File: src/rtl/dm_access_pkg.sv
// Shared encodings for the DM load/store controller: funct3 codes, FSM states
// and the funct3 legality check used at request accept.
package dm_access_pkg;

  localparam logic [2:0] F3_B  = 3'b000;
  localparam logic [2:0] F3_H  = 3'b001;
  localparam logic [2:0] F3_W  = 3'b010;
  localparam logic [2:0] F3_BU = 3'b100;
  localparam logic [2:0] F3_HU = 3'b101;

  typedef enum logic [1:0] {
    S_IDLE = 2'd0,
    S_RD   = 2'd1,
    S_WR   = 2'd2,
    S_RESP = 2'd3
  } state_e;

  function automatic logic f3_legal(input logic we, input logic [2:0] f3);
    logic store_ok;
    store_ok = (f3 == F3_B) || (f3 == F3_H) || (f3 == F3_W);
    if (we) return store_ok;
    return store_ok || (f3 == F3_BU) || (f3 == F3_HU);
  endfunction

endpackage

File: src/rtl/dm_access_ctrl_if.sv
// Core-side request/response bundle. master = MEM stage, slave = controller.
// Responses are single-cycle pulses with no backpressure.
interface dm_access_ctrl_if;
  logic        req_valid;
  logic        req_ready;
  logic        req_we;
  logic [2:0]  req_funct3;
  logic [31:0] req_addr;
  logic [31:0] req_wdata;
  logic        resp_valid;
  logic [31:0] resp_rdata;
  logic        resp_err;

  modport master (
    output req_valid, req_we, req_funct3, req_addr, req_wdata,
    input  req_ready, resp_valid, resp_rdata, resp_err
  );

  modport slave (
    input  req_valid, req_we, req_funct3, req_addr, req_wdata,
    output req_ready, resp_valid, resp_rdata, resp_err
  );
endinterface

File: src/rtl/dm_lane_align.sv
// Byte-lane steering between a 32-bit DM word and a sub-word access.
// Purely combinational; no latency, no flow control.
module dm_lane_align
  import dm_access_pkg::*;
(
  input  logic [2:0]  funct3_i,
  input  logic [1:0]  addr_lo_i,
  input  logic [31:0] rd_word_i,
  input  logic [31:0] wdata_i,
  output logic [31:0] load_ext_o,
  output logic [31:0] merged_word_o,
  output logic        misalign_o
);

  logic [7:0]  byte_sel;
  logic [15:0] half_sel;

  always_comb begin
    byte_sel = rd_word_i[{addr_lo_i, 3'b000} +: 8];
    half_sel = addr_lo_i[1] ? rd_word_i[31:16] : rd_word_i[15:0];

    case (funct3_i)
      F3_B:    load_ext_o = {{24{byte_sel[7]}}, byte_sel};
      F3_H:    load_ext_o = {{16{half_sel[15]}}, half_sel};
      F3_BU:   load_ext_o = {24'h0, byte_sel};
      F3_HU:   load_ext_o = {16'h0, half_sel};
      default: load_ext_o = rd_word_i;
    endcase

    // Stores only ever carry funct3 000/001/010, so the low two bits pick the size.
    merged_word_o = rd_word_i;
    case (funct3_i[1:0])
      2'b00: merged_word_o[{addr_lo_i, 3'b000} +: 8] = wdata_i[7:0];
      2'b01: begin
        if (addr_lo_i[1]) merged_word_o[31:16] = wdata_i[15:0];
        else              merged_word_o[15:0]  = wdata_i[15:0];
      end
      default: merged_word_o = wdata_i;
    endcase

    case (funct3_i[1:0])
      2'b01:   misalign_o = addr_lo_i[0];
      2'b10:   misalign_o = |addr_lo_i;
      default: misalign_o = 1'b0;
    endcase
  end

endmodule

File: src/rtl/dm_access_ctrl.sv
// RISC-V load/store controller for a word-only DM; sub-word stores are read-modify-write.
// Accept->resp: error 1, load/SW 2, SB/SH 3 cycles; req_ready low while busy, resp not backpressured.
module dm_access_ctrl
  import dm_access_pkg::*;
#(
  parameter int ADDR_W = 16,
  parameter int DATA_W = 32
) (
  input  logic                clk,
  input  logic                rst_n,
  dm_access_ctrl_if.slave     bus,
  output logic                DM_enable,
  output logic                DM_write,
  output logic [ADDR_W-1:0]   DM_address,
  output logic [DATA_W-1:0]   DM_in,
  input  logic [DATA_W-1:0]   DM_out
);

  state_e              state_q, state_d;
  logic                we_q, we_d;
  logic [2:0]          f3_q, f3_d;
  logic [ADDR_W+1:0]   addr_q, addr_d;
  logic [DATA_W-1:0]   wdata_q, wdata_d;
  logic [DATA_W-1:0]   word_q, word_d;
  logic                err_q, err_d;

  logic [2:0]          lane_f3;
  logic [1:0]          lane_lo;
  logic [DATA_W-1:0]   load_ext;
  logic [DATA_W-1:0]   merged_word;
  logic                misalign;
  logic                req_err;
  logic                dm_active;

  // In IDLE the aligner checks the incoming request; afterwards it serves the latched one.
  assign lane_f3 = (state_q == S_IDLE) ? bus.req_funct3   : f3_q;
  assign lane_lo = (state_q == S_IDLE) ? bus.req_addr[1:0] : addr_q[1:0];

  dm_lane_align u_lane_align (
    .funct3_i      (lane_f3),
    .addr_lo_i     (lane_lo),
    .rd_word_i     (word_q),
    .wdata_i       (wdata_q),
    .load_ext_o    (load_ext),
    .merged_word_o (merged_word),
    .misalign_o    (misalign)
  );

  assign req_err = misalign || (|bus.req_addr[31:ADDR_W+2]) ||
                   !f3_legal(bus.req_we, bus.req_funct3);

  always_ff @(posedge clk) begin
    if (!rst_n) begin
      state_q <= S_IDLE;
      we_q    <= 1'b0;
      f3_q    <= '0;
      addr_q  <= '0;
      wdata_q <= '0;
      word_q  <= '0;
      err_q   <= 1'b0;
    end else begin
      state_q <= state_d;
      we_q    <= we_d;
      f3_q    <= f3_d;
      addr_q  <= addr_d;
      wdata_q <= wdata_d;
      word_q  <= word_d;
      err_q   <= err_d;
    end
  end

  always_comb begin
    state_d = state_q;
    we_d    = we_q;
    f3_d    = f3_q;
    addr_d  = addr_q;
    wdata_d = wdata_q;
    word_d  = word_q;
    err_d   = err_q;
    case (state_q)
      S_IDLE: begin
        if (bus.req_valid) begin
          we_d    = bus.req_we;
          f3_d    = bus.req_funct3;
          addr_d  = bus.req_addr[ADDR_W+1:0];
          wdata_d = bus.req_wdata;
          word_d  = '0;
          err_d   = req_err;
          if (req_err)                                    state_d = S_RESP;
          else if (bus.req_we && bus.req_funct3 == F3_W)  state_d = S_WR;
          else                                            state_d = S_RD;
        end
      end
      S_RD: begin
        word_d  = DM_out;
        state_d = we_q ? S_WR : S_RESP;
      end
      S_WR:    state_d = S_RESP;
      S_RESP:  state_d = S_IDLE;
      default: state_d = S_IDLE;
    endcase
  end

  assign dm_active = (state_q == S_RD) || (state_q == S_WR);

  // Reset gating keeps the strobes inactive even if the state register is mid-access.
  assign DM_enable  = !(rst_n && dm_active);
  assign DM_write   = !(rst_n && (state_q == S_WR));
  assign DM_address = dm_active ? addr_q[ADDR_W+1:2] : '0;
  assign DM_in      = (state_q == S_WR) ? merged_word : '0;

  assign bus.req_ready  = rst_n && (state_q == S_IDLE);
  assign bus.resp_valid = rst_n && (state_q == S_RESP);
  assign bus.resp_err   = bus.resp_valid && err_q;
  assign bus.resp_rdata = (bus.resp_valid && !err_q && !we_q) ? load_ext : '0;

endmodule

File: src/flat_wrapper.sv
// flat-port wrapper written by rule: the top's interface ports become plain ports
module dm_access_ctrl_flat import dm_access_pkg::*;
#(
  parameter int ADDR_W = 16,
  parameter int DATA_W = 32
)
  (clk, rst_n, DM_enable, DM_write, DM_address, DM_in, DM_out, bus_req_valid, bus_req_we, bus_req_funct3, bus_req_addr, bus_req_wdata, bus_req_ready, bus_resp_valid, bus_resp_rdata, bus_resp_err);
  dm_access_ctrl_if bus_i ();
  input  logic clk;
  input  logic rst_n;
  output logic DM_enable;
  output logic DM_write;
  output logic [ADDR_W-1:0] DM_address;
  output logic [DATA_W-1:0] DM_in;
  input  logic [DATA_W-1:0] DM_out;
  input wire logic [$bits(bus_i.req_valid)-1:0] bus_req_valid;
  input wire logic [$bits(bus_i.req_we)-1:0] bus_req_we;
  input wire logic [$bits(bus_i.req_funct3)-1:0] bus_req_funct3;
  input wire logic [$bits(bus_i.req_addr)-1:0] bus_req_addr;
  input wire logic [$bits(bus_i.req_wdata)-1:0] bus_req_wdata;
  output wire logic [$bits(bus_i.req_ready)-1:0] bus_req_ready;
  output wire logic [$bits(bus_i.resp_valid)-1:0] bus_resp_valid;
  output wire logic [$bits(bus_i.resp_rdata)-1:0] bus_resp_rdata;
  output wire logic [$bits(bus_i.resp_err)-1:0] bus_resp_err;
  assign bus_i.req_valid = bus_req_valid;
  assign bus_i.req_we = bus_req_we;
  assign bus_i.req_funct3 = bus_req_funct3;
  assign bus_i.req_addr = bus_req_addr;
  assign bus_i.req_wdata = bus_req_wdata;
  assign bus_req_ready = bus_i.req_ready;
  assign bus_resp_valid = bus_i.resp_valid;
  assign bus_resp_rdata = bus_i.resp_rdata;
  assign bus_resp_err = bus_i.resp_err;
  dm_access_ctrl #(.ADDR_W(ADDR_W), .DATA_W(DATA_W)) u_core (.clk(clk), .rst_n(rst_n), .bus(bus_i), .DM_enable(DM_enable), .DM_write(DM_write), .DM_address(DM_address), .DM_in(DM_in), .DM_out(DM_out));
endmodule
File: config.mk
export PLATFORM = sky130hd
export DESIGN_NAME = dm_access_ctrl_flat
export DESIGN_NICKNAME = d
export VERILOG_FILES = /design/src/rtl/dm_access_pkg.sv /design/src/rtl/dm_access_ctrl_if.sv /design/src/rtl/dm_lane_align.sv /design/src/rtl/dm_access_ctrl.sv /design/src/flat_wrapper.sv
export SDC_FILE = /design/constraint.sdc
export NUM_CORES = 1
export LEC_CHECK = 0
export CORE_ASPECT_RATIO = 1.2
export CORE_UTILIZATION = 50
export CTS_CLUSTER_DIAMETER = 200
export DETAILED_ROUTE_END_ITERATION = 7
export GPL_TIMING_DRIVEN = 0
export PLACE_DENSITY = 0.91
export SYNTH_ARGS = -nofsm -noshare
export SYNTH_HDL_FRONTEND = slang
export SYNTH_SLANG_ARGS = --single-unit
File: constraint.sdc
create_clock -name clk -period 6.9 [get_ports clk]
set_input_delay 1.035 -clock clk [delete_from_list [all_inputs] [get_ports clk]]
set_output_delay 1.035 -clock clk [all_outputs]
set_load 0.03 [all_outputs]
## After elaboration in Yosys (flattened, before gate mapping)

Index checks and enable logic that the tools add are counted.

| operators by class | value |
|---|---|
| add/sub/neg operators | 1 |
| equality and inequality tests | 13 |
| shift-type cells | 3 |
| muxes and demuxes | 22 |
| reduce and logical (&&, ||, !) cells | 29 |

Operator list:

| operator | count |
|---|---|
| $pmux 32 s2 | 2 |
| $pmux 32 s4 | 1 |
| $mux 32 | 3 |
| $mux 16 | 4 |
| $bwmux 32 | 1 |
| $shift 8x7->32 const A | 1 |
| $shiftx 32x6->8 | 1 |
| $shiftx 8x7->32 | 1 |
| $reduce_or 14->1 | 1 |
| $eq 3x3->1 const B | 4 |
| $logic_and 1x1->1 | 8 |
| $mux 2 | 4 |
| $pmux 2 s4 | 1 |
| $logic_or 1x1->1 | 7 |
| $neg 5->7 | 1 |
| $eq 2x2->1 const B | 3 |
| $eq 3x1->1 const B | 2 |
| $logic_not 3->1 | 2 |
| $logic_not 1->1 | 5 |
| $eq 2x1->1 const B | 2 |
| $logic_not 2->1 | 2 |
| $mux 1 | 4 |
| $reduce_and 2->1 | 2 |
| $eq 3x2->1 const B | 1 |
| 5 further kinds | 5 |

| storage, ports and cells | value |
|---|---|
| register bits after elaboration | 89 |
| word-level logic and storage cells | 75 |

## Longest topological paths before layout

Gate-level depths: netlist of the first run.

| logic depth | value |
|---|---|
| depth in word-level cells | 11 |
| depth in mapped cells | 14 |

## Hierarchy

Synthesis of the first run repeated with hierarchy kept, for this count alone.

| unflattened totals | value |
|---|---|
| cells, all modules | 724 |
| area total of the unflattened synthesis | 6075.8 um^2 |

By module, submodules not included:

| module | times used | cells an instance | area an instance (um^2) | seq. area each (um^2) |
|---|---|---|---|---|
| dm_access_ctrl | 1 | 477 | 4086.4 | 1781.7 |
| dm_lane_align | 1 | 247 | 1989.4 | 0.0 |

## Least setup slack after synthesis of the first run

Ideal clock, no wire load.

| path | value |
|---|---|
| path kind | input to output |
| start point | input bus_req_funct3[1] |
| end point | output bus_resp_rdata[10] |
| arrival time | 3.538 ns |
| required time | 5.865 ns |
| path slack | 2.327 ns |
| cell stages on the path | 9 |
| path buffers | 3 |
| path through | mux2i_4 -> clkbuf_1 -> ha_1 -> clkbuf_1 -> a21oi_1 -> a21oi_1 -> clkbuf_1 -> a22oi_1 -> o21ai_0 |

| between the ends | value |
|---|---|
| cells in the longest elaborated chain, start to end | 4 |

Ends and longest elaborated chain:

| element | line | RTL |
|---|---|---|
| start, declared | flat_wrapper.sv:18 | `input wire logic [$bits(bus_i.req_funct3)-1:0] bus_req_funct3;` |
| $mux 3 * | dm_access_ctrl.sv:36 | `assign lane_f3 = (state_q == S_IDLE) ? bus.req_funct3 : f3_q;` |
| $eq 3x3->1, or another cell as far along | dm_lane_align.sv:22 | `case (funct3_i)` |
| $pmux 32 s4 * | dm_lane_align.sv:22 |  |
| $mux 32 * | dm_access_ctrl.sv:115 | `assign bus.resp_rdata = (bus.resp_valid && !err_q && !we_q) ? load_ext : '0;` |
| end, declared | flat_wrapper.sv:23 | `output wire logic [$bits(bus_i.resp_rdata)-1:0] bus_resp_rdata;` |

Every way passes the cells marked *; elsewhere a longest branch is shown, timed or not.

## Worst setup path in the final report of the first run

| path | value |
|---|---|
| start point | input bus_req_funct3[1] |
| end point | output DM_in[14] |

| between the ends | value |
|---|---|
| cells in the longest elaborated chain, start to end | 4 |

Ends and longest elaborated chain:

| element | line | RTL |
|---|---|---|
| $mux 3 * | dm_access_ctrl.sv:36 |  |
| $eq 2x1->1 or $logic_not 2->1 (tied branches) | dm_lane_align.sv:32 | `case (funct3_i[1:0])` |
| $pmux 32 s2 * | dm_lane_align.sv:32 |  |
| $mux 32 * | dm_access_ctrl.sv:110 | `assign DM_in = (state_q == S_WR) ? merged_word : '0;` |
| end, declared | flat_wrapper.sv:14 | `output logic [DATA_W-1:0] DM_in;` |

Marks and branches as above.

==> results of run 1 <==
[per-stage QoR]
step	std cells	total power, mW
floorplan	717	1.46
global placement	1033	1.87
detailed placement	1033	1.89
CTS	1049	2.40
global route	1049	2.56
finish	1049	2.44
[worst max path at each step]
stage	slack [ns]	to
after CTS	0.86	DM_in[14]
after detailed placement	0.88	DM_in[14]
after floorplan	2.33	bus_resp_rdata[10]
final	0.74	DM_in[14]
after global routing	0.49	bus_resp_rdata[14]
after global placement	0.92	DM_in[14]
[cell type report]
class                           instances  area [sq um]
Tap cell                              129           161
Multi-Input combinational cell        554          3300
Sequential cell                        89          1780
Fill cell                             775          2780
Buffer                                 56           241
Inverter                               18          72.6
Timing Repair Buffer                  187          1870
Clock buffer                           10           239
Clock inverter                          6          72.6
[per-layer routing]
metal	wire (um)	up-vias
met1	7350	2818
met2	9090	436
met4	1200	0
met5	0	-
met3	2040	99
li1	-	2906
[worst register-to-register path: stages (launching register included)]
cell      delay, ns
dfxtp_1        0.34
inv_1          0.11
ha_1           0.17
buf_6          0.16
mux2i_4        0.38
clkbuf_1       0.44
ha_1           0.23
clkbuf_1       0.26
clkbuf_1       0.45
nand2_1        0.11
a21oi_1        0.28
o31ai_1        0.17
a21boi_0       0.22
[cells in the final DEF, fill, tap and decap left out, drive strengths merged, types with 2 or more instances in the layout]
master         instances
a211oi                 2
a21boi                55
a21oi                 31
a221oi                 9
a222oi                 8
a22o                   8
a22oi                 39
a2bb2oi                7
a31oi                  4
and2                  20
buf                   12
clkbuf                54
clkdlybuf4s50        187
clkinv                 2
dfxtp                 89
ha                    10
inv                   20
mux2                   3
mux2i                 20
nand2                163
nand3                 14
nand4                  2
nor2                  40
nor2b                 40
nor4                   4
o21a                   2
o21ai                 55
o221ai                 7
o22ai                  2
[cell families (layout without fill, tap and decap cells)]
| family | Yosys count | in the layout | share of synthesized area [%] |
|---|---|---|---|
| flip-flops | 89 | 89 | 33.0 |
| multiplexers | 23 | 23 | 5.01 |
| adder cells (fa/ha/maj) | 10 | 10 | 2.32 |
| AO/OA/AOI/OAI | 232 | 232 | 29.8 |
| buffers and inverters | 74 | 277 | 5.82 |
| AND/OR/NAND/NOR | 289 | 289 | 24.0 |
[registers in the layout, summed over array words and instances (netlist names)]
register and cells:
u_core.addr_q 18, u_core.we_q 1, u_core.word_q 32, u_core.wdata_q 32, u_core.err_q 1, u_core.f3_q 3, u_core.state_q 2
[power by group through the flow]
stage / clock network (mW) / logic, mW / registers (mW)
after CTS: 0.513 / 1.21 / 0.686
after global placement: 0 / 1.17 / 0.693
after detailed placement: 0 / 1.19 / 0.696
after global routing: 0.538 / 1.33 / 0.697
final: 0.517 / 1.23 / 0.694
after floorplan: 0 / 0.809 / 0.655
==> impl_metrics.env, run 1 <==
export IMPL_p_int_mw=1.33
export IMPL_cellLeakagePower_nw=2.69
export IMPL_num_vias=6259
export IMPL_cts_sink_count=89
export IMPL_flop_pwr_share_pct=28.4
export IMPL_worst_endpoint_arrival_ns=5.13
export IMPL_setup_viol=0
export IMPL_routed_wirelength_mm=19.7
export IMPL_timing_hold_worst_start="u_core.addr_q[12]$_SDFFE_PN0P_"
export IMPL_yosys_most_used_dff="dfxtp_1"
export IMPL_holdCritPathClass="reg2reg"
export IMPL_timing_fmax_ghz=0.162
export IMPL_area_delta_synth_final_pct=43.5
export IMPL_synth_nets=830
export IMPL_globalRouteMet3Util_pct=8.81
export IMPL_setup_slack_ns=0.736
export IMPL_hold_viol_final=0
export IMPL_power_clock_fraction_pct=21.2
export IMPL_layout_nets=1028
export IMPL_drv_slew=0
export IMPL_floorplan_die_area_sq_um=11200
export IMPL_tritoncts_num_buffers=9
export IMPL_clock_tree_buf_depth=2
export IMPL_detailedPlace_worstSlack_ns=0.879
export IMPL_std_cell_rows=41
export IMPL_synth_edf_count=0
export IMPL_r2r_slack_ns=3.51
export IMPL_worst_path_stages=11
export IMPL_tritoncts="done"
export IMPL_detailed_place_area_sq_um=7430
export IMPL_netSwitchingPower_mw=1.11
export IMPL_synth_yosys_seq_area_share_pct=33.0
export IMPL_synthesis_area_sq_um=5400
export IMPL_portBuffers=187
export IMPL_startpoint_of_the_lowest_slack_register_to_register_path="u_core.state_q[1]$_SDFFE_PN0P_"
export IMPL_clockRootBuffer="clkbuf_16"
export IMPL_synthesis_instances=717
export IMPL_die_height_um=116
export IMPL_critical_path_max_stage_delay_ns=0.72
export IMPL_drv_max_cap_violation_count=0
export IMPL_critPathMostFrequentCell="clkbuf_1"
export IMPL_drt_pass1_iter_count=8
export IMPL_fraction_of_final_layout_cells_sized_beyond_drive_strength_1_pct=4.35
export IMPL_average_footprint_of_a_synthesized_cell_sq_um=7.52
export IMPL_hold_buffers=0
export IMPL_run_status="finished with violations"
export IMPL_worst_path_bufs_invs=5
export IMPL_met1_usage_pct=39.9
export IMPL_clkTransAtPathRegs_ns=0.07
export IMPL_initialDrtViolationCount=596
export IMPL_failed_checks="design-rule violations"
export IMPL_grt_pass1_vias=6044
export IMPL_timing_critical_path_to_type="output port"
export IMPL_period_utilization_post_route_pct=89.3
export IMPL_post_synth_most_frequent_cells="nand2_1 (163), dfxtp_1 (89), a21boi_0 (55), o21ai_0 (55), clkbuf_1 (44)"
export IMPL_setup_tns_ns=0
export IMPL_combPwrFrac_pct=50.4
export IMPL_synth_top_cell_by_area="dfxtp_1"
export IMPL_synth_top_cells_by_area="dfxtp_1 (33%), nand2_1 (11%), a21boi_0 (7.7%)"
export IMPL_netSwitchingFraction_pct=45.5
export IMPL_effective_utilization_at_floorplan_pct=51.3
export IMPL_core_area_sq_um=10500
export IMPL_global_route_peak_usage_layer="met2"
export IMPL_worstSetupStartpoint="bus_req_funct3[1]"
export IMPL_wl_per_cell_um=18.8
export IMPL_worstHoldPathCells=2
export IMPL_clock_tree_htree_level_count=3
export IMPL_ir_drop_v=0.000173
export IMPL_power_density_nw_per_um2=316
export IMPL_ys_warn_count=0
export IMPL_grt_ovfl_total=0
export IMPL_grt_start_max_net_pins=17
export IMPL_fin_worst_skew_ns=0.00671
export IMPL_worst_hold_slack_ns=0.458
export IMPL_postLayoutCellArea_sq_um=7740
export IMPL_worst_skew_pair_late_latency_ns=0.35
export IMPL_cp_top_family="buffers and inverters"
export IMPL_slew_limit_headroom_pct=40.2
export IMPL_synth_seq_cells=89
export IMPL_floorplan_io_pins=188
export IMPL_antenna_left=0
export IMPL_synthMostInstantiatedCell="nand2_1"
export IMPL_insertedDiodeCount=0
export IMPL_number_of_vias_per_cell_after_detailed_routing=5.97
export IMPL_estimated_wirelength_of_the_detail_placed_design_mm=14.6
export IMPL_grt_first_pass_wirelength_mm=30.6
export IMPL_remaining_drc_errors=2
export IMPL_yosysUniqueCellTypes=46
export IMPL_tightestPinTransition_ns=0.895
export IMPL_post_cts_resized=0
export IMPL_worst_r2r_path_depth=12
export IMPL_chipWidth_um=96.8
export IMPL_synth_top_cell_area_share_pct=33.0
export IMPL_timing_setup_critical_path_class="in2out"
export IMPL_rsz_0062_raised_after_global_routing="false"
export IMPL_cpMaxStageDelayCell="clkdlybuf4s50_1"
export IMPL_postCtsSetupBuffers=0
export IMPL_grt_total_usage_pct=35.1
export IMPL_grtUsageMet2_pct=58.5
export IMPL_antenna_found_initial=0
export IMPL_synth_async_sr_flop_share_pct=0
export IMPL_cp_cell_sequence="clkdlybuf4s50_1, mux2i_4, clkbuf_1, ha_1, clkbuf_1, a21oi_1, a21oi_1, clkbuf_1, a222oi_1, nor2b_1, clkdlybuf4s50_1"
export IMPL_finalCriticalPeriod_ns=6.16
export IMPL_crit_fanout=11
export IMPL_routabilityCongestion=0.994
export IMPL_holdPathEnd="u_core.addr_q[12]$_SDFFE_PN0P_"
export IMPL_worstReg2RegEnd="u_core.state_q[1]$_SDFFE_PN0P_"
export IMPL_final_core_utilization_pct=73.6
export IMPL_critical_path_startpoint_type="input port"
export IMPL_worstPathRequired_ns=5.86
(Power assumes the default switching activity.)
==> inputs of run 2 (changes only) <==
--- a/config.mk
+++ b/config.mk
@@ -11,6 +11,7 @@
 export DETAILED_ROUTE_END_ITERATION = 7
 export GPL_TIMING_DRIVEN = 0
 export PLACE_DENSITY = 0.91
+export SLEW_MARGIN = 0
 export SYNTH_ARGS = -nofsm -noshare
 export SYNTH_HDL_FRONTEND = slang
 export SYNTH_SLANG_ARGS = --single-unit
==> results of run 2 <==
Final layout, timing and power as in run 1 (identical DEF).
